===== src/rtl/oreg_ctrl_pkg.sv =====
// Shared constants for the output-register layer sequencer: or_cs codes,
// per-layer window geometry and FSM state encodings.
package oreg_ctrl_pkg;

  localparam logic [5:0] CS_IDLE = 6'd0;
  localparam logic [5:0] CS_CFG  = 6'd2;
  localparam logic [5:0] CS_CAL  = 6'd4;
  localparam logic [5:0] CS_LEND = 6'd8;
  localparam logic [5:0] CS_DONE = 6'd16;

  localparam int TAB_LAYERS = 7;

  // Entry 0 sits in the least-significant slot.
  localparam logic [TAB_LAYERS-1:0][3:0] P_TAB =
    {4'd2, 4'd2, 4'd2, 4'd4, 4'd5, 4'd4, 4'd8};
  localparam logic [TAB_LAYERS-1:0][2:0] S_TAB =
    {3'd2, 3'd2, 3'd2, 3'd2, 3'd2, 3'd2, 3'd4};

  localparam logic [2:0] ST_IDLE = 3'd0;
  localparam logic [2:0] ST_CFG  = 3'd1;
  localparam logic [2:0] ST_CAL  = 3'd2;
  localparam logic [2:0] ST_LEND = 3'd3;
  localparam logic [2:0] ST_ABRT = 3'd4;
  localparam logic [2:0] ST_DONE = 3'd5;

  function automatic logic [3:0] win_p(input logic [2:0] idx);
    return (idx < 3'(TAB_LAYERS)) ? P_TAB[idx] : 4'd0;
  endfunction

  function automatic logic [2:0] win_s(input logic [2:0] idx);
    return (idx < 3'(TAB_LAYERS)) ? S_TAB[idx] : 3'd0;
  endfunction

  // ABRT shares the layer-end code so the register file resets its pointers.
  function automatic logic [5:0] cs_of(input logic [2:0] st);
    logic [5:0] cs;
    case (st)
      ST_CFG:  cs = CS_CFG;
      ST_CAL:  cs = CS_CAL;
      ST_LEND: cs = CS_LEND;
      ST_ABRT: cs = CS_LEND;
      ST_DONE: cs = CS_DONE;
      default: cs = CS_IDLE;
    endcase
    return cs;
  endfunction

endpackage


===== src/rtl/oreg_layer_ctrl_win_cnt.sv =====
// Per-layer write/read progress tracking and stall watchdog for the
// output-register sequencer.
module oreg_win_cnt #(
  parameter int CNT_W   = 16,
  parameter int TIMEOUT = 1024
) (
  input  logic             clk,
  input  logic             rst,
  input  logic             clear,
  input  logic             enable,
  input  logic [3:0]       p,
  input  logic [2:0]       s,
  input  logic [CNT_W-1:0] n,
  input  logic             pe_vld,
  input  logic             oreg_vld,
  input  logic             dn_ready,
  output logic             wr_full,
  output logic             rd_done,
  output logic             overflow,
  output logic             timeout
);

  localparam int WD_W = $clog2(TIMEOUT + 1);

  logic [CNT_W:0]   wr_cnt;
  logic [CNT_W:0]   rd_pos;
  logic [WD_W-1:0]  wd_cnt;

  assign wr_full  = (wr_cnt == {1'b0, n});
  assign rd_done  = ({1'b0, rd_pos} + (CNT_W+2)'(p)) > (CNT_W+2)'(n);
  assign overflow = enable && pe_vld && wr_full;
  assign timeout  = (wd_cnt == WD_W'(TIMEOUT));

  // Watchdog only advances while downstream is ready, so backpressure never aborts a layer.
  always_ff @(posedge clk or posedge rst) begin
    if (rst) begin
      wr_cnt <= '0;
      rd_pos <= '0;
      wd_cnt <= '0;
    end else if (clear) begin
      wr_cnt <= '0;
      rd_pos <= '0;
      wd_cnt <= '0;
    end else if (enable) begin
      if (pe_vld && !wr_full)
        wr_cnt <= wr_cnt + 1'b1;
      if (oreg_vld && !rd_done)
        rd_pos <= rd_pos + (CNT_W+1)'(s);
      if (pe_vld || oreg_vld)
        wd_cnt <= '0;
      else if (dn_ready && !timeout)
        wd_cnt <= wd_cnt + 1'b1;
    end
  end

endmodule


===== src/rtl/oreg_layer_ctrl.sv =====
// Layer sequencer for the PE-array output register file: walks the layer
// table, drives or_cs, and gates the PE array on downstream backpressure.
module oreg_layer_ctrl
  import oreg_ctrl_pkg::*;
#(
  parameter int NUM_LAYERS = 7,
  parameter int CNT_W      = 16,
  parameter int TIMEOUT    = 1024,
  parameter int OR_CS_W    = 6
) (
  input  logic               clk_cal,
  input  logic               rst_cal,
  input  logic               start,
  input  logic               abort,
  input  logic               cfg_we,
  input  logic [2:0]         cfg_layer,
  input  logic [CNT_W-1:0]   cfg_outcnt,
  input  logic               pe_odata_vld,
  input  logic               oreg_odata_vld,
  input  logic               dn_ready,
  output logic [OR_CS_W-1:0] or_cs,
  output logic [3:0]         P,
  output logic [2:0]         S,
  output logic [2:0]         layer_idx,
  output logic               pe_en,
  output logic               busy,
  output logic               layer_done,
  output logic               net_done,
  output logic               err
);

  logic [2:0]       state;
  logic [2:0]       state_nxt;
  logic [CNT_W-1:0] n_tab [NUM_LAYERS];
  logic [CNT_W-1:0] n_cur;
  logic [CNT_W-1:0] n_sel;
  logic [3:0]       p_sel;
  logic [2:0]       s_sel;
  logic             short_layer;
  logic             last_layer;
  logic             wr_full;
  logic             rd_done;
  logic             overflow;
  logic             timeout;

  assign n_sel       = n_tab[layer_idx];
  assign p_sel       = win_p(layer_idx);
  assign s_sel       = win_s(layer_idx);
  assign short_layer = n_sel < CNT_W'(p_sel);
  assign last_layer  = (layer_idx == 3'(NUM_LAYERS - 1));

  always_ff @(posedge clk_cal or posedge rst_cal) begin
    if (rst_cal) begin
      for (int i = 0; i < NUM_LAYERS; i++)
        n_tab[i] <= '0;
    end else if (state == ST_IDLE && cfg_we && 32'(cfg_layer) < NUM_LAYERS) begin
      n_tab[cfg_layer] <= cfg_outcnt;
    end
  end

  // Abort overrides every other transition once a run is in flight.
  always_comb begin
    state_nxt = state;
    case (state)
      ST_IDLE: if (start) state_nxt = ST_CFG;
      ST_CFG:  state_nxt = short_layer ? ST_LEND : ST_CAL;
      ST_CAL:  if ((wr_full && rd_done) || timeout) state_nxt = ST_LEND;
      ST_LEND: state_nxt = last_layer ? ST_DONE : ST_CFG;
      ST_ABRT: state_nxt = ST_IDLE;
      ST_DONE: state_nxt = ST_IDLE;
      default: state_nxt = ST_IDLE;
    endcase
    if (abort && state != ST_IDLE)
      state_nxt = ST_ABRT;
  end

  // Status outputs are decoded from the next state so they line up with the registered state.
  always_ff @(posedge clk_cal or posedge rst_cal) begin
    if (rst_cal) begin
      state      <= ST_IDLE;
      or_cs      <= '0;
      P          <= '0;
      S          <= '0;
      n_cur      <= '0;
      layer_idx  <= '0;
      pe_en      <= 1'b0;
      busy       <= 1'b0;
      layer_done <= 1'b0;
      net_done   <= 1'b0;
      err        <= 1'b0;
    end else begin
      state      <= state_nxt;
      or_cs      <= OR_CS_W'(cs_of(state_nxt));
      busy       <= (state_nxt != ST_IDLE);
      layer_done <= (state_nxt == ST_LEND);
      net_done   <= (state_nxt == ST_DONE);
      pe_en      <= (state_nxt == ST_CAL) && dn_ready;
      if (state == ST_IDLE && start) begin
        layer_idx <= '0;
        err       <= 1'b0;
      end
      if (state == ST_CFG) begin
        P     <= p_sel;
        S     <= s_sel;
        n_cur <= n_sel;
        if (short_layer)
          err <= 1'b1;
      end
      if (state == ST_CAL && (overflow || timeout))
        err <= 1'b1;
      if (state == ST_LEND && state_nxt == ST_CFG)
        layer_idx <= layer_idx + 1'b1;
    end
  end

  oreg_win_cnt #(
    .CNT_W   (CNT_W),
    .TIMEOUT (TIMEOUT)
  ) u_win_cnt (
    .clk      (clk_cal),
    .rst      (rst_cal),
    .clear    (state == ST_CFG),
    .enable   (state == ST_CAL),
    .p        (P),
    .s        (S),
    .n        (n_cur),
    .pe_vld   (pe_odata_vld),
    .oreg_vld (oreg_odata_vld),
    .dn_ready (dn_ready),
    .wr_full  (wr_full),
    .rd_done  (rd_done),
    .overflow (overflow),
    .timeout  (timeout)
  );

endmodule


===== config.mk =====
export PLATFORM = sky130hd
export DESIGN_NAME = oreg_layer_ctrl
export DESIGN_NICKNAME = d
export VERILOG_FILES = /design/src/rtl/oreg_ctrl_pkg.sv /design/src/rtl/oreg_layer_ctrl_win_cnt.sv /design/src/rtl/oreg_layer_ctrl.sv
export SDC_FILE = /design/constraint.sdc
export NUM_CORES = 1
export LEC_CHECK = 0
export ABC_AREA = 1
export ABC_CLOCK_PERIOD_IN_PS = 5940
export BUFFER_PORTS_ARGS = -buffer_cell sky130_fd_sc_hd__buf_2
export CORE_MARGIN = 2
export CORE_UTILIZATION = 55
export DETAILED_ROUTE_END_ITERATION = 8
export PLACE_DENSITY = 0.78
export SETUP_SLACK_MARGIN = 0.5
export SLEW_MARGIN = 30
export SYNTH_ARGS = -nofsm -noshare
export SYNTH_HDL_FRONTEND = slang
export SYNTH_HIERARCHICAL = 1
export SYNTH_SLANG_ARGS = --single-unit

===== constraint.sdc =====
create_clock -name clk_cal -period 5.94 [get_ports clk_cal]
set_input_delay 0.594 -clock clk_cal [delete_from_list [all_inputs] [get_ports clk_cal]]
set_output_delay 0.594 -clock clk_cal [all_outputs]
set_load 0.005 [all_outputs]

# Yosys cells after proc, flatten, opt, wreduce, memory -nomap -nowiden
# Memory sizes are Yosys's and may differ from the RTL's.
# Index checks and enable logic that the tools add are counted.
dict set report totals {
  mem_bits_ro 56
  mem_count 2
  out_inout_bits 21
  reg_bits 197
  word_cells 114
  input_bits 27
}
# name words word_bits read_ports rd_clocked_by_memory_dff write_ports line
set mem_list {}
lappend mem_list {{(name not given)} 8 4 1 0 0 oreg_ctrl_pkg.sv:27} ;# return (idx < 3'(TAB_LAYERS)) ? P_TAB[idx] : 4'd0;
lappend mem_list {{(name not given)} 8 3 1 0 0 oreg_ctrl_pkg.sv:31} ;# return (idx < 3'(TAB_LAYERS)) ? S_TAB[idx] : 3'd0;
dict set report op_classes {
  n_lt_le_gt_ge 8
  n_addsub 5
  mux 33
  eq_ne 11
  n_reduce_logical 32
  bitwise 2
}
# operator n
set op_table {}
lappend op_table {{$bwmux 112} 1}
lappend op_table {{$mux 17} 6}
lappend op_table {{$bmux 16 s3} 1}
lappend op_table {{$demux 16 s3} 1}
lappend op_table {{$mux 16} 3}
lappend op_table {{$mux 11} 4}
lappend op_table {{$mux 3} 8}
lappend op_table {{$pmux 5 s4} 1}
lappend op_table {{$add 17x4->18} 1}
lappend op_table {{$gt 18x16->1} 1}
lappend op_table {{$add 17x1->17 const B} 1}
lappend op_table {{$add 17x3->17} 1}
lappend op_table {{$eq 17x16->1} 1}
lappend op_table {{$lt 16x4->1} 1}
lappend op_table {{$logic_and 1x1->1} 14}
lappend op_table {{$eq 3x2->1 const B} 4}
lappend op_table {{$pmux 3 s4} 1}
lappend op_table {{$add 11x1->11 const B} 1}
lappend op_table {{$eq 11x11->1 const B} 1}
lappend op_table {{$eq 3x3->1 const B} 3}
lappend op_table {{$reduce_bool 3->1} 3}
lappend op_table {{$ge 4x4->1 const B} 2}
lappend op_table {{$mux 4} 2}
lappend op_table {{$not 3->4} 2}
lappend op_table {{other kinds (12)} 27}

# Longest topological paths before layout
# Gate-level depths: netlist of run 1.
dict set report depth {
  word_depth 11
  depth_mapped 30
  ltp_nobuf 30
}

# Modules after synthesis
# Netlist of run 1, hierarchy kept.
# mod seq_area_each_um2 cells_each instances area_each_um2
set modules_own_cells {}
lappend modules_own_cells {oreg_layer_ctrl 3678.5 828 1 6726.5}
lappend modules_own_cells {oreg_win_cnt 1126.1 585 1 3963.8}

# Least setup slack after synthesis of run 1
# OpenSTA, ideal clock, no wires.
dict set report synth_timing {
  path_kind {flip-flop to flip-flop}
  startpoint {register P[2]}
  endpoint {register layer_idx[2]}
  n_path_buf 0
  t_required_ns 5.823
  arrival_ns 3.263
  synth_period_minus_slack_ns 3.380
  stages_incl_launch_ff 29
  setup_time_ns 0.117
  slack_ns 2.560
  path_cell_list {dfrtp_1 -> ha_1 -> nand2_1 -> nand2_1 -> a31o_2 -> nand2_1 -> a211oi_1 -> xor2_1 -> inv_1 -> ha_1 -> nand2_1 -> nor2_1 -> nand3_1 -> nand3_1 -> nand2_1 -> nand2_1 -> nand2_1 -> nand2_1 -> nand2_1 -> nand2_1 -> a21oi_1 -> o211ai_1 -> inv_1 -> nand2_4 -> nand2_2 -> inv_2 -> nand3_2 -> nand2_1 -> nand2_1}
}
dict set report synth_between {
  elab_chain_len 10
  word_cells_on_any_way 11
  classes_between {add/sub: 1; order compare: 1; eq/ne: 1; mux: 4; reduce/logical: 4}
}
# item line
set synth_rtl {}
lappend synth_rtl {{from (decl)} oreg_layer_ctrl.sv:22} ;# output logic [3:0] P,
lappend synth_rtl {{from (signal assigned)} oreg_layer_ctrl.sv:103} ;# P <= p_sel;
lappend synth_rtl {{$add 17x4->18 (*)} oreg_layer_ctrl_win_cnt.sv:30} ;# assign rd_done = ({1'b0, rd_pos} + (CNT_W+2)'(p)) > (CNT_W+2)'(n);
lappend synth_rtl {{$gt 18x16->1 (*)} oreg_layer_ctrl_win_cnt.sv:30}
lappend synth_rtl {{via rd_done} oreg_layer_ctrl.sv:42} ;# logic rd_done;
lappend synth_rtl {{$logic_and 1x1->1 (*)} oreg_layer_ctrl.sv:67} ;# ST_CAL: if ((wr_full && rd_done) || timeout) state_nxt = ST_LEND;
lappend synth_rtl {{$logic_or 1x1->1 (*)} oreg_layer_ctrl.sv:67}
lappend synth_rtl {{$mux 3 (*)} oreg_layer_ctrl.sv:67}
lappend synth_rtl {{$pmux 3 s4 (*)} oreg_layer_ctrl.sv:64} ;# case (state)
lappend synth_rtl {{$mux 3 (*)} oreg_layer_ctrl.sv:73} ;# if (abort && state != ST_IDLE)
lappend synth_rtl {{via state_nxt[0]} oreg_layer_ctrl.sv:33} ;# logic [2:0] state_nxt;
lappend synth_rtl {{$eq 3x1->1 (*)} oreg_layer_ctrl.sv:111} ;# if (state == ST_LEND && state_nxt == ST_CFG)
lappend synth_rtl {{$logic_and 1x1->1 (*)} oreg_layer_ctrl.sv:111}
lappend synth_rtl {{$mux 3 or $reduce_bool 2->1 (tied branches)} n/a}
lappend synth_rtl {{to (signal assigned)} oreg_layer_ctrl.sv:112} ;# layer_idx <= layer_idx + 1'b1;
lappend synth_rtl {{to (decl)} oreg_layer_ctrl.sv:24} ;# output logic [2:0] layer_idx,
# The timed path passes the listed nets; every way through them passes the cells marked *.
# A chain may end at the register's enable or synchronous reset.

# Worst setup path after layout of run 1
dict set report layout_timing {
  startpoint {register u_win_cnt.rd_pos[2]}
  endpoint {register layer_idx[2]}
}
dict set report layout_between {
  elab_chain_len 10
  word_cells_on_any_way 11
  classes_between {add/sub: 1; order compare: 1; eq/ne: 1; mux: 4; reduce/logical: 4}
}
# item line
set layout_rtl {}
lappend layout_rtl {{from (decl)} oreg_layer_ctrl_win_cnt.sv:26} ;# logic [CNT_W:0] rd_pos;
lappend layout_rtl {{from (signal assigned)} oreg_layer_ctrl_win_cnt.sv:48} ;# rd_pos <= rd_pos + (CNT_W+1)'(s);
lappend layout_rtl {{$add 17x4->18 (*)} oreg_layer_ctrl_win_cnt.sv:30}
lappend layout_rtl {{$gt 18x16->1 (*)} oreg_layer_ctrl_win_cnt.sv:30}
lappend layout_rtl {{via rd_done} oreg_layer_ctrl.sv:42}
lappend layout_rtl {{$logic_and 1x1->1 (*)} oreg_layer_ctrl.sv:67}
lappend layout_rtl {{$logic_or 1x1->1 (*)} oreg_layer_ctrl.sv:67}
lappend layout_rtl {{$mux 3 (*)} oreg_layer_ctrl.sv:67}
lappend layout_rtl {{$pmux 3 s4 (*)} oreg_layer_ctrl.sv:64}
lappend layout_rtl {{$mux 3 (*)} oreg_layer_ctrl.sv:73}
lappend layout_rtl {{via state_nxt[0]} oreg_layer_ctrl.sv:33}
lappend layout_rtl {{$eq 3x1->1 (*)} oreg_layer_ctrl.sv:111}
lappend layout_rtl {{$logic_and 1x1->1 (*)} oreg_layer_ctrl.sv:111}
lappend layout_rtl {{$mux 3 or $reduce_bool 2->1 (tied branches)} n/a}
# Marked as above.

==> results_dict.tcl, run 1 <==
set metrics [dict create \
    max-slew-margin-rel_pct 48.0 \
    min_path_type "in2async" \
    synth_edf_count 0 \
    ys_types 47 \
    drtIter0Drc 768 \
    synth.area.top_cells "dfrtp_1 (45%), nand2_1 (15%), o21ai_0 (6.6%), inv_1 (5.3%), nand3_1 (4.6%)" \
    root_buffer "clkbuf_16" \
    synth_area_sq_um 10700 \
    hold_ws_ns 0.291 \
    fmax_mhz 256 \
    die_h_microns 143 \
    r2r_start "u_win_cnt/rd_pos[2]$_DFFE_PP0P_" \
    setup_ws_ns 2.04 \
    grt_max_degree 86 \
    drt_wl_total_microns 25500 \
    top_layer_used "met4" \
    grt_pass1_vias 8670 \
    fin_skew_ns 0.0125 \
    rsz0062_at_grt "no" \
    globalplace.congestion 0.977 \
    area_growth_pct 8.71 \
    r2r-end "layer_idx[2]$_DFFE_PP0P_" \
    rrSetupSlack_ns 2.04 \
    dr.pass1.iters 6 \
    initial_core_util_pct 56.6 \
    diodes 0 \
    hold_buffers 0 \
    cts_tree "done" \
    finalCriticalPeriod_ns 3.90 \
    cap_viol_max_count 0 \
    grt_pass1_wl_microns 43000 \
    powerDensity_nw_per_um2 421 \
    clk_pin_slew_ns 0.07 \
    critPathMaxFanout 8 \
    port_buffers 44 \
    reg2reg_depth 28 \
    startpoint_type "register" \
    die_w_microns 143 \
    cts_buffer_depth 2 \
    worst_ep_required_time_ns 6.27 \
    track_usage_pct 26.2 \
    h-tree-depth 4 \
    pre_cts_slack_ns 2.15 \
    syn_inst 1413 \
    antenna_found_initial 0 \
    ys_ff_latch 192 \
    vias 9305 \
    status "finished, final reports clean" \
    finalCritPeriodShare_pct 65.7 \
    m1WireLength_microns 11200 \
    yosysWarnings 6 \
    synth-async-reset-ratio_pct 100 \
    synth_top_cell_by_area "dfrtp_1" \
    synth_ff_type "dfrtp_1" \
    worstMarginPinSlew_ns 0.779 \
    dr_wl_met2_microns 12500 \
    numClockSinks 192 \
    design.core.area_sq_um 18900 \
    wl_per_cell_microns 15.0 \
    arrival_ns 4.23 \
    yosysTopAreaCellShare_pct 44.9 \
    final-setup-viol-count 0 \
    avgViaCountPerCell 5.47 \
    overflow 0 \
    end_kind "register" \
    max_stage_delay_ns 0.41 \
    fin_nets 1492 \
    io_pins 48 \
    fin_cells 1702 \
    ir_worst_vdd_mv 0.251 \
    drc 0 \
    crit_type "reg2reg" \
    avgSynthCellArea_sq_um 7.57 \
    dr_wl_met3_microns 1290 \
    place.detailed.hpwl_microns 17000 \
    post_cts_resized 0 \
    dp.cells 1671 \
    utilization_pct 61.5 \
    setup_tns_ns 0 \
    crit_top_cell "nand2_1" \
    cpMaxStageDelayCell "dfrtp_1" \
    leakagePower_nw 5.96 \
    cts_inserted_buffers 17 \
    dieArea_sq_um 20600 \
    rows 50 \
    slew_violations 0 \
    hold_viol_final 0 \
    clkLatencyLatePin_ns 0.44 \
    yosysSeqAreaShare_pct 44.9 \
    post_cts_buffers 0 \
    drive_gt1_share_pct 7.98 \
    antenna_left 0 \
]
-- state kept, by name (all words and copies together), names as in the netlist, 3 cells and up --
name,cells
n_tab,112
u_win_cnt/rd_pos,17
u_win_cnt/wr_cnt,17
n_cur,16
u_win_cnt/wd_cnt,11
P,4
or_cs,4
layer_idx,3
state,3
-- Yosys cell counts (3+ instances only) --
library cell / n
nor4_1: 6
or2_0: 3
dfrtp_1: 192
a21oi_1: 26
nand3_2: 3
nand2_4: 3
buf_2: 14
a31oi_1: 4
buf_4: 11
o21ai_0: 141
xnor2_1: 11
clkbuf_1: 33
ha_1: 33
buf_6: 4
nor3_1: 21
inv_2: 6
nand2_2: 3
o21ai_1: 5
nor2_1: 116
nand2_1: 430
o22ai_1: 5
nand3_1: 99
inv_1: 150
nand4_1: 28
xor2_1: 33
-- how the worst max path moves through the flow --
stage	start	to
floorplan	rst_cal	P[0]$_DFFE_PP0P_
global placement	u_win_cnt/rd_pos[2]$_DFFE_PP0P_	layer_idx[0]$_DFFE_PP0P_
detailed placement	u_win_cnt/rd_pos[2]$_DFFE_PP0P_	layer_idx[0]$_DFFE_PP0P_
CTS	u_win_cnt/rd_pos[2]$_DFFE_PP0P_	layer_idx[0]$_DFFE_PP0P_
global route	P[2]$_DFFE_PP0P_	layer_idx[2]$_DFFE_PP0P_
finish	u_win_cnt/rd_pos[2]$_DFFE_PP0P_	layer_idx[2]$_DFFE_PP0P_
-- per-layer routing --
layer / up-vias / GRT usage (%)
li1: 4542 / -
met1: 4430 / 35.2
met2: 292 / 43.9
met3: 41 / 3.70
met4: 0 / 8.93
met5: - / 0
-- cell usage in the layout, fill, tap and decap left out, types with 2 or more instances in the layout --
cell type  count
nand2_1      430
dfrtp_1      192
inv_1        148
o21ai_0      141
nor2_1       116
nand3_1       99
buf_2         44
xor2_1        33
ha_1          33
nand4_1       28
a21oi_1       26
nor3_1        21
clkbuf_16     17
buf_4         15
xnor2_1       11
inv_2          6
nor4_1         6
o21ai_1        5
o22ai_1        5
a31oi_1        4
inv_6          4
conb_1         4
clkinv_4       4
inv_8          4
nor2_4         3
clkinv_1       3
or2_0          3
nand3_2        3
nand2_4        3
nand2_2        3
o211ai_1       2
a211oi_1       2
a221oi_1       2
a32oi_1        2
nand3_4        2
nand3b_1       2
fa_1           2
-- worst max-delay path: cells and delay by family, from the launching register on --
family	cells	cell delay [ns]
AO/OA/AOI/OAI	4	0.61
XOR/XNOR	1	0.14
adder cells (fa/ha/maj)	2	0.66
buffers and inverters	3	0.22
flip-flops	1	0.41
AND/OR/NAND/NOR	18	1.77
-- logic make-up after synthesis --
| family | after synthesis | share of synthesized area, % |
|---|---|---|
| AND/OR/NAND/NOR | 725 | 29.0 |
| adder cells (fa/ha/maj) | 35 | 4.24 |
| other | 1 | 0.0351 |
| multiplexers | 1 | 0.105 |
| flip-flops | 192 | 44.9 |
| XOR/XNOR | 44 | 3.60 |
| buffers and inverters | 222 | 8.63 |
| AO/OA/AOI/OAI | 193 | 9.49 |
-- power by group --
part	total, mW	leakage (nW)	switching (mW)	internal [mW]
combinational	1.71	3.17	1.11	0.599
sequential	2.04	2.50	0.285	1.76
clock	1.14	0.289	0.540	0.605
total	4.90	5.96	1.93	2.96
-- per-stage QoR --
step | instance area, sq um | total power [mW]
floorplan | 10700 | 3.31
global route | 11600 | 5.30
CTS | 11600 | 4.91
detailed placement | 11000 | 3.75
finish | 11600 | 4.90
global placement | 11000 | 3.68
-- layout make-up --
class,instances,area [sq um]
Timing Repair Buffer,59,333
Clock buffer,18,439
Inverter,158,598
Sequential cell,192,4800
Fill cell,1712,7270
Clock inverter,13,141
Tap cell,260,325
Multi-Input combinational cell,1002,4980
Power figures use the tool's default switching activity.
==> inputs of run 2 (changes only) <==
--- a/config.mk
+++ b/config.mk
@@ -5,13 +5,13 @@
 export SDC_FILE = /design/constraint.sdc
 export NUM_CORES = 1
 export LEC_CHECK = 0
-export ABC_AREA = 1
-export ABC_CLOCK_PERIOD_IN_PS = 5940
+export ABC_AREA = 0
+export ABC_CLOCK_PERIOD_IN_PS = 3600
 export BUFFER_PORTS_ARGS = -buffer_cell sky130_fd_sc_hd__buf_2
 export CORE_MARGIN = 2
 export CORE_UTILIZATION = 55
 export DETAILED_ROUTE_END_ITERATION = 8
-export PLACE_DENSITY = 0.78
+export PLACE_DENSITY = 0.79
 export SETUP_SLACK_MARGIN = 0.5
 export SLEW_MARGIN = 30
 export SYNTH_ARGS = -nofsm -noshare
==> constraint.sdc (replaced) <==
create_clock -name clk_cal -period 3.6 [get_ports clk_cal]
set_input_delay 0.36 -clock clk_cal [delete_from_list [all_inputs] [get_ports clk_cal]]
set_output_delay 0.36 -clock clk_cal [all_outputs]
set_load 0.005 [all_outputs]
==> run 2 against run 1 <==
  * The flow now finishes with violations (negative setup slack)
  * Count of clock-buffer cells in the layout decreased by 1
  * Largest power group is now combinational logic
  * Die area decreased by 4.1%
  * Routed wire length shrank 4.9%
  * Via count down 20%
  * Critical path depth decreased by 10
  * Register-to-register slack lost 2.7 ns
  * Final cell count is 26% lower
  * Largest cell class unchanged
  * Synthesized cell count is 35% lower
  * Non-clock buffer count grew 61
  * Sequential power rose by 75%
  * Combinational power is 120% higher
==> results_dict.tcl, run 2 <==
set metrics [dict create \
    status "finished with violations" \
    violations "negative setup slack" \
    fin_cells 1252 \
    largest_register_ffs 112 \
    avgSynthCellArea_sq_um 11.2 \
    design.core.area_sq_um 18100 \
    drive_gt1_share_pct 31.4 \
    hold_ws_ns 0.00741 \
    synth_edf_count 0 \
    drtIter0Drc 524 \
    leakagePower_nw 5.41 \
    setup_ws_ns -0.693 \
    mostFrequentLayoutCells "dfrtp_1 (190), mux2_2 (114), buf_4 (66), nand2_1 (64), nor2_1 (47)" \
    area_growth_pct 16.9 \
    diodes 0 \
    wl_per_cell_microns 19.3 \
    vias 7461 \
    slew_violations 0 \
    pre_cts_slack_ns -0.672 \
    rsz0062_at_grt "yes" \
    grt_pass1_wl_microns 39800 \
    crit_type "reg2reg" \
    critPathMaxFanout 3 \
    h-tree-depth 4 \
    synth-async-reset-ratio_pct 100 \
    yosysSeqAreaShare_pct 46.9 \
    design_area_sq_um 12000 \
    drc 0 \
    synth_area_sq_um 10200 \
    synth.area.top_cells "dfrtp_1 (47%), mux2_2 (13%), ha_1 (4.0%), mux2i_1 (3.0%), nand2_1 (2.3%)" \
    grt_max_degree 68 \
    ys_types 68 \
    dp.cells 1207 \
    total_power_mw 9.30 \
    globalplace.congestion 0.848 \
    initial_core_util_pct 56.6 \
    overflow 0 \
    arrival_ns 4.61 \
    antenna_left 0 \
    fin_nets 1072 \
    synth_top_cell_by_area "dfrtp_1" \
    clkLatencyLatePin_ns 0.44 \
    powerDensity_nw_per_um2 777 \
    dr.pass1.iters 5 \
    reg_top3 "n_tab (112), u_win_cnt/rd_pos (17), u_win_cnt/wr_cnt (17)" \
    yosysTopAreaCellShare_pct 46.9 \
    root_buffer "clkbuf_16" \
    yosysMostFrequentCell "dfrtp_1" \
    cap_viol_max_count 0 \
    cts_tree "done" \
    hold_viol_final 0 \
    dieArea_sq_um 19700 \
    die_w_microns 140 \
    utilization_pct 66.2 \
    cts_buffer_depth 2 \
    final_common_cell "dfrtp_1" \
    synth_ff_type "dfrtp_1" \
    end_kind "register" \
    max-slew-margin-rel_pct 34.7 \
    yosysWarnings 6 \
    synth_common_cells "dfrtp_1 (192), mux2_2 (114), nand2_1 (64)" \
    fmax_mhz 233 \
    drt_wl_total_microns 24200 \
    syn_inst 915 \
    startpoint_type "register" \
    track_usage_pct 25.5 \
    finalCritPeriodShare_pct 119 \
    fin_skew_ns 0.0135 \
    min_path_type "in2async" \
    regMostFlops "n_tab" \
    hold_buffers 0 \
    setup_tns_ns -9.97 \
    io_pins 48 \
    numClockSinks 192 \
    finalCriticalPeriod_ns 4.29 \
    worst_ep_required_time_ns 3.91 \
    cts_inserted_buffers 17 \
    placed_area_sq_um 11100 \
    ir_worst_vdd_mv 0.536 \
    clk_pin_slew_ns 0.08 \
    port_buffers 44 \
    antenna_found_initial 0 \
    ys_ff_latch 192 \
    grt_pass1_vias 7710 \
    rows 49 \
    worstMarginPinSlew_ns 0.975 \
    place.detailed.hpwl_microns 15700 \
    die_h_microns 140 \
    avgViaCountPerCell 5.96 \
    final-setup-viol-count 27 \
]
==> run 2: cell types whose count changed after synthesis, sizes merged, moves of 72 or more <==
cell and change:
nor2 -72, nand2 -372, nand3 -78, mux2 +129, o21ai -113, inv -118
==> run 2: layout make-up <==
| type | instances | area, sq um |
|---|---|---|
| fillers | 1292 | 6120 |
| repair buffers | 120 | 850 |
| clock inverters | 15 | 211 |
| well taps | 229 | 287 |
| clock buffers | 17 | 425 |
| flip-flops and latches | 192 | 4810 |
| multi-input cells | 641 | 5240 |
| inverters | 38 | 146 |
==> run 2: worst max-delay path: stages, from the launching register on <==
cell and delay [ns]:
dfrtp_1 0.39, ha_2 0.20, fa_2 0.35, a211o_1 0.33
o211ai_1 0.16, nor2_1 0.13, buf_4 0.16, xor2_1 0.14
ha_1 0.30, nand4_1 0.16, inv_1 0.08, a2111oi_2 0.41
a211oi_4 0.12, o21bai_4 0.19, a211o_1 0.27, a22oi_2 0.17
or2_4 0.18, o21ai_4 0.06, or3_1 0.38
==> run 2: per-layer routing <==
layer	share of wire (%)	up-vias	global-route usage (%)
met3	4.2	36	4.21
met5	0	-	0
li1	-	3467	-
met2	52	169	44.6
met1	43	3789	33.0
met4	1.5	0	7.68
==> run 2: worst paths after layout <==
kind	startpoint	end	slack (ns)	depth (start not counted)
setup / recovery	P[0]$_DFFE_PP0P_	busy$_DFF_PP0_	-0.69	18
hold / removal	rst_cal	u_win_cnt/wr_cnt[5]$_DFFE_PP0P_	0.007	2
setup reg to reg	P[0]$_DFFE_PP0P_	busy$_DFF_PP0_	-0.69	18
hold reg to reg	n_tab[99]$_DFFE_PP0P_	n_tab[99]$_DFFE_PP0P_	0.49	1
max in group asynchronous	rst_cal	n_tab[25]$_DFFE_PP0P_	2.71	3
min in group clk_cal	dn_ready	pe_en$_DFF_PP0_	0.22	3
==> run 2: logic make-up (layout without fill, tap and decap cells) <==
logic type | Yosys count | after routing | synth area share (%)
mux | 165 | 165 | 18.2
xor+xnor | 50 | 50 | 4.28
fa+ha+maj | 35 | 35 | 4.42
flops | 192 | 192 | 46.9
simple gates | 244 | 244 | 12.7
buf+inv | 85 | 190 | 3.71
compound gates | 143 | 143 | 9.71
other cells | 1 | 4 | 0.0366
==> run 2: what timing repair did <==
action                     4_1_cts  5_1_grt
pin swaps                       33       21
setup endpoints to repair       27       27
setup buffers                    8        5
gates resized for setup         17       12
==> run 2: report_power, final <==
group	switching, mW	total [mW]	internal [mW]
Sequential	0.602	3.58	2.98
Combinational	1.90	3.71	1.81
Clock	0.938	2.01	1.07
Total	3.44	9.30	5.86
==> inputs of run 3 (changes only) <==
--- a/config.mk
+++ b/config.mk
@@ -8,10 +8,12 @@
 export ABC_AREA = 0
 export ABC_CLOCK_PERIOD_IN_PS = 3600
 export BUFFER_PORTS_ARGS = -buffer_cell sky130_fd_sc_hd__buf_2
+export CELL_PAD_IN_SITES_DETAIL_PLACEMENT = 0
+export CELL_PAD_IN_SITES_GLOBAL_PLACEMENT = 2
 export CORE_MARGIN = 2
-export CORE_UTILIZATION = 55
+export CORE_UTILIZATION = 42
 export DETAILED_ROUTE_END_ITERATION = 8
-export PLACE_DENSITY = 0.79
+export PLACE_DENSITY = 0.86
 export SETUP_SLACK_MARGIN = 0.5
 export SLEW_MARGIN = 30
 export SYNTH_ARGS = -nofsm -noshare
==> run 3 against run 2 <==
  * The run still ends with negative setup slack left
  * Register-to-register slack improved by 0.11 ns
  * First-iteration DRC count decreased by 36%
  * Count of clock-buffer cells in the layout unchanged
  * Critical path depth decreased by 1
  * Core utilization decreased by 16 points
  * Final cell count increased by 7.6%
  * Critical endpoint unchanged
  * Largest cell class unchanged
  * Highest routed layer unchanged
==> results_dict.tcl, run 3 (same netlist as run 2, synthesis figures left out) <==
set metrics [dict create \
    cts_inserted_buffers 17 \
    globalplace.congestion 0.759 \
    r2r-end "busy$_DFF_PP0_" \
    end_kind "register" \
    antenna_left 0 \
    ir_worst_vdd_mv 0.461 \
    crit_type "reg2reg" \
    setup_ws_ns -0.585 \
    mostFrequentLayoutCells "dfrtp_1 (190), mux2_2 (114), buf_4 (67), nand2_1 (63), nor2_1 (45)" \
    violations "negative setup slack" \
    status "finished with violations" \
    r2r_start "P[0]$_DFFE_PP0P_" \
    seqCellArea_sq_um 4810 \
    top_usage_layer "met2" \
    root_buffer "clkbuf_16" \
    min_path_type "in2async" \
    hold_buffers 0 \
    critPathMaxFanout 3 \
    startpoint_type "register" \
    fin_nets 1072 \
    hold_viol_final 0 \
    total_power_mw 9.20 \
    dr.pass1.iters 4 \
    grt_pass1_vias 7301 \
    rsz0062_at_grt "yes" \
    h-tree-depth 4 \
    final-setup-viol-count 27 \
    fin_skew_ns 0.0209 \
    antenna_found_initial 0 \
    fin_cells 1347 \
    grt_use_met3_pct 2.78 \
    rows 57 \
    io_pins 48 \
    grt_pass1_wl_microns 38500 \
    rrSetupSlack_ns -0.59 \
    multi_input_area_sq_um 5300 \
    cts_buffer_depth 2 \
    final_common_cell "dfrtp_1" \
    clk_pin_slew_ns 0.08 \
    leakagePower_nw 5.43 \
    grt_max_degree 148 \
    numClockSinks 192 \
    arrival_ns 4.50 \
    placed_area_sq_um 11200 \
    met1_usage_pct 26.5 \
    reg2reg_depth 17 \
    drc 0 \
    design.core.area_sq_um 24100 \
    initial_core_util_pct 42.5 \
    design_area_sq_um 12200 \
    met2_usage_pct 31.1 \
    die_w_microns 160 \
    reg_top3 "n_tab (112), u_win_cnt/rd_pos (17), u_win_cnt/wr_cnt (17)" \
    fill_cells 2270 \
    die_h_microns 160 \
    drive_gt1_share_pct 32.3 \
    worstMarginPinSlew_ns 0.922 \
    slew_violations 0 \
    fmax_mhz 239 \
    dp.cells 1305 \
    powerDensity_nw_per_um2 757 \
    worst_ep_required_time_ns 3.92 \
    finalCriticalPeriod_ns 4.19 \
    clkLatencyLatePin_ns 0.45 \
    diodes 0 \
    avgViaCountPerCell 5.35 \
    wl_per_cell_microns 17.5 \
    dieArea_sq_um 25600 \
    regMostFlops "n_tab" \
    overflow 0 \
    drt_wl_total_microns 23500 \
    port_buffers 44 \
    pre_cts_slack_ns -0.657 \
    finalCritPeriodShare_pct 116 \
    cap_viol_max_count 0 \
    drtIter0Drc 335 \
    vias 7201 \
    track_usage_pct 18.8 \
    place.detailed.hpwl_microns 16300 \
    max-slew-margin-rel_pct 38.4 \
    cts_tree "done" \
    area_growth_pct 18.6 \
    utilization_pct 50.4 \
    largest_register_ffs 112 \
]
run 3: changes by cell type in the layout (fill, tap and decap cells not counted), sizes merged:
cell	previous run	this run
clkinv	5	8
clkinvlp	3	1
bufinv	2	1
run 3: stage by stage:
stage | hold WS, ns | setup TNS, ns
floorplan | 0.450 | -2.73
global placement | 0.464 | -6.45
detailed placement | 0.469 | -8.15
CTS | 0.0410 | -8.86
global route | 0.0635 | -12.21
finish | 0.0151 | -7.81
run 3: report_power, final:
| part | internal, mW | switching, mW |
|---|---|---|
| Clock | 1.03 | 1.00 |
| Sequential | 2.98 | 0.566 |
| Combinational | 1.79 | 1.84 |
| Total | 5.80 | 3.41 |
run 3: worst max-delay path by stage:
stage,from,to
CTS,u_win_cnt/rd_pos[0]$_DFFE_PP0P_,busy$_DFF_PP0_
global route,P[0]$_DFFE_PP0P_,busy$_DFF_PP0_
floorplan,P[0]$_DFFE_PP0P_,busy$_DFF_PP0_
finish,P[0]$_DFFE_PP0P_,busy$_DFF_PP0_
global placement,P[0]$_DFFE_PP0P_,busy$_DFF_PP0_
detailed placement,P[0]$_DFFE_PP0P_,busy$_DFF_PP0_
run 3: routing by layer:
layer / vias up / part of all wire [%]
li1: 3470 / -
met1: 3653 / 49
met2: 67 / 48
met3: 11 / 2.2
met4: 0 / 0.80
met5: - / 0
run 3: area by class of cell:
type	instances	share of cell area, %
repair buffers	120	6.89
clock inverters	15	1.83
flip-flops and latches	192	39.6
clock buffers	17	3.50
inverters	38	1.23
multi-input cells	641	43.7
well taps	324	3.34
run 3: critical path, cell delays in order (launching register included):
cell,delay [ns]
dfrtp_1,0.40
ha_2,0.20
fa_2,0.36
a211o_1,0.32
o211ai_1,0.16
nor2b_1,0.10
xnor2_1,0.21
ha_1,0.28
and3_4,0.16
a221o_1,0.35
a211oi_2,0.26
a211oi_4,0.06
o21bai_4,0.19
a211o_1,0.27
a22oi_2,0.15
or2_4,0.16
o21ai_4,0.05
or3_1,0.36
run 3: repair_timing:
item	in CTS	in global routing
buffers inserted	3	7
resized for setup	7	33
pin swaps	16	41
setup endpoints to repair	27	28
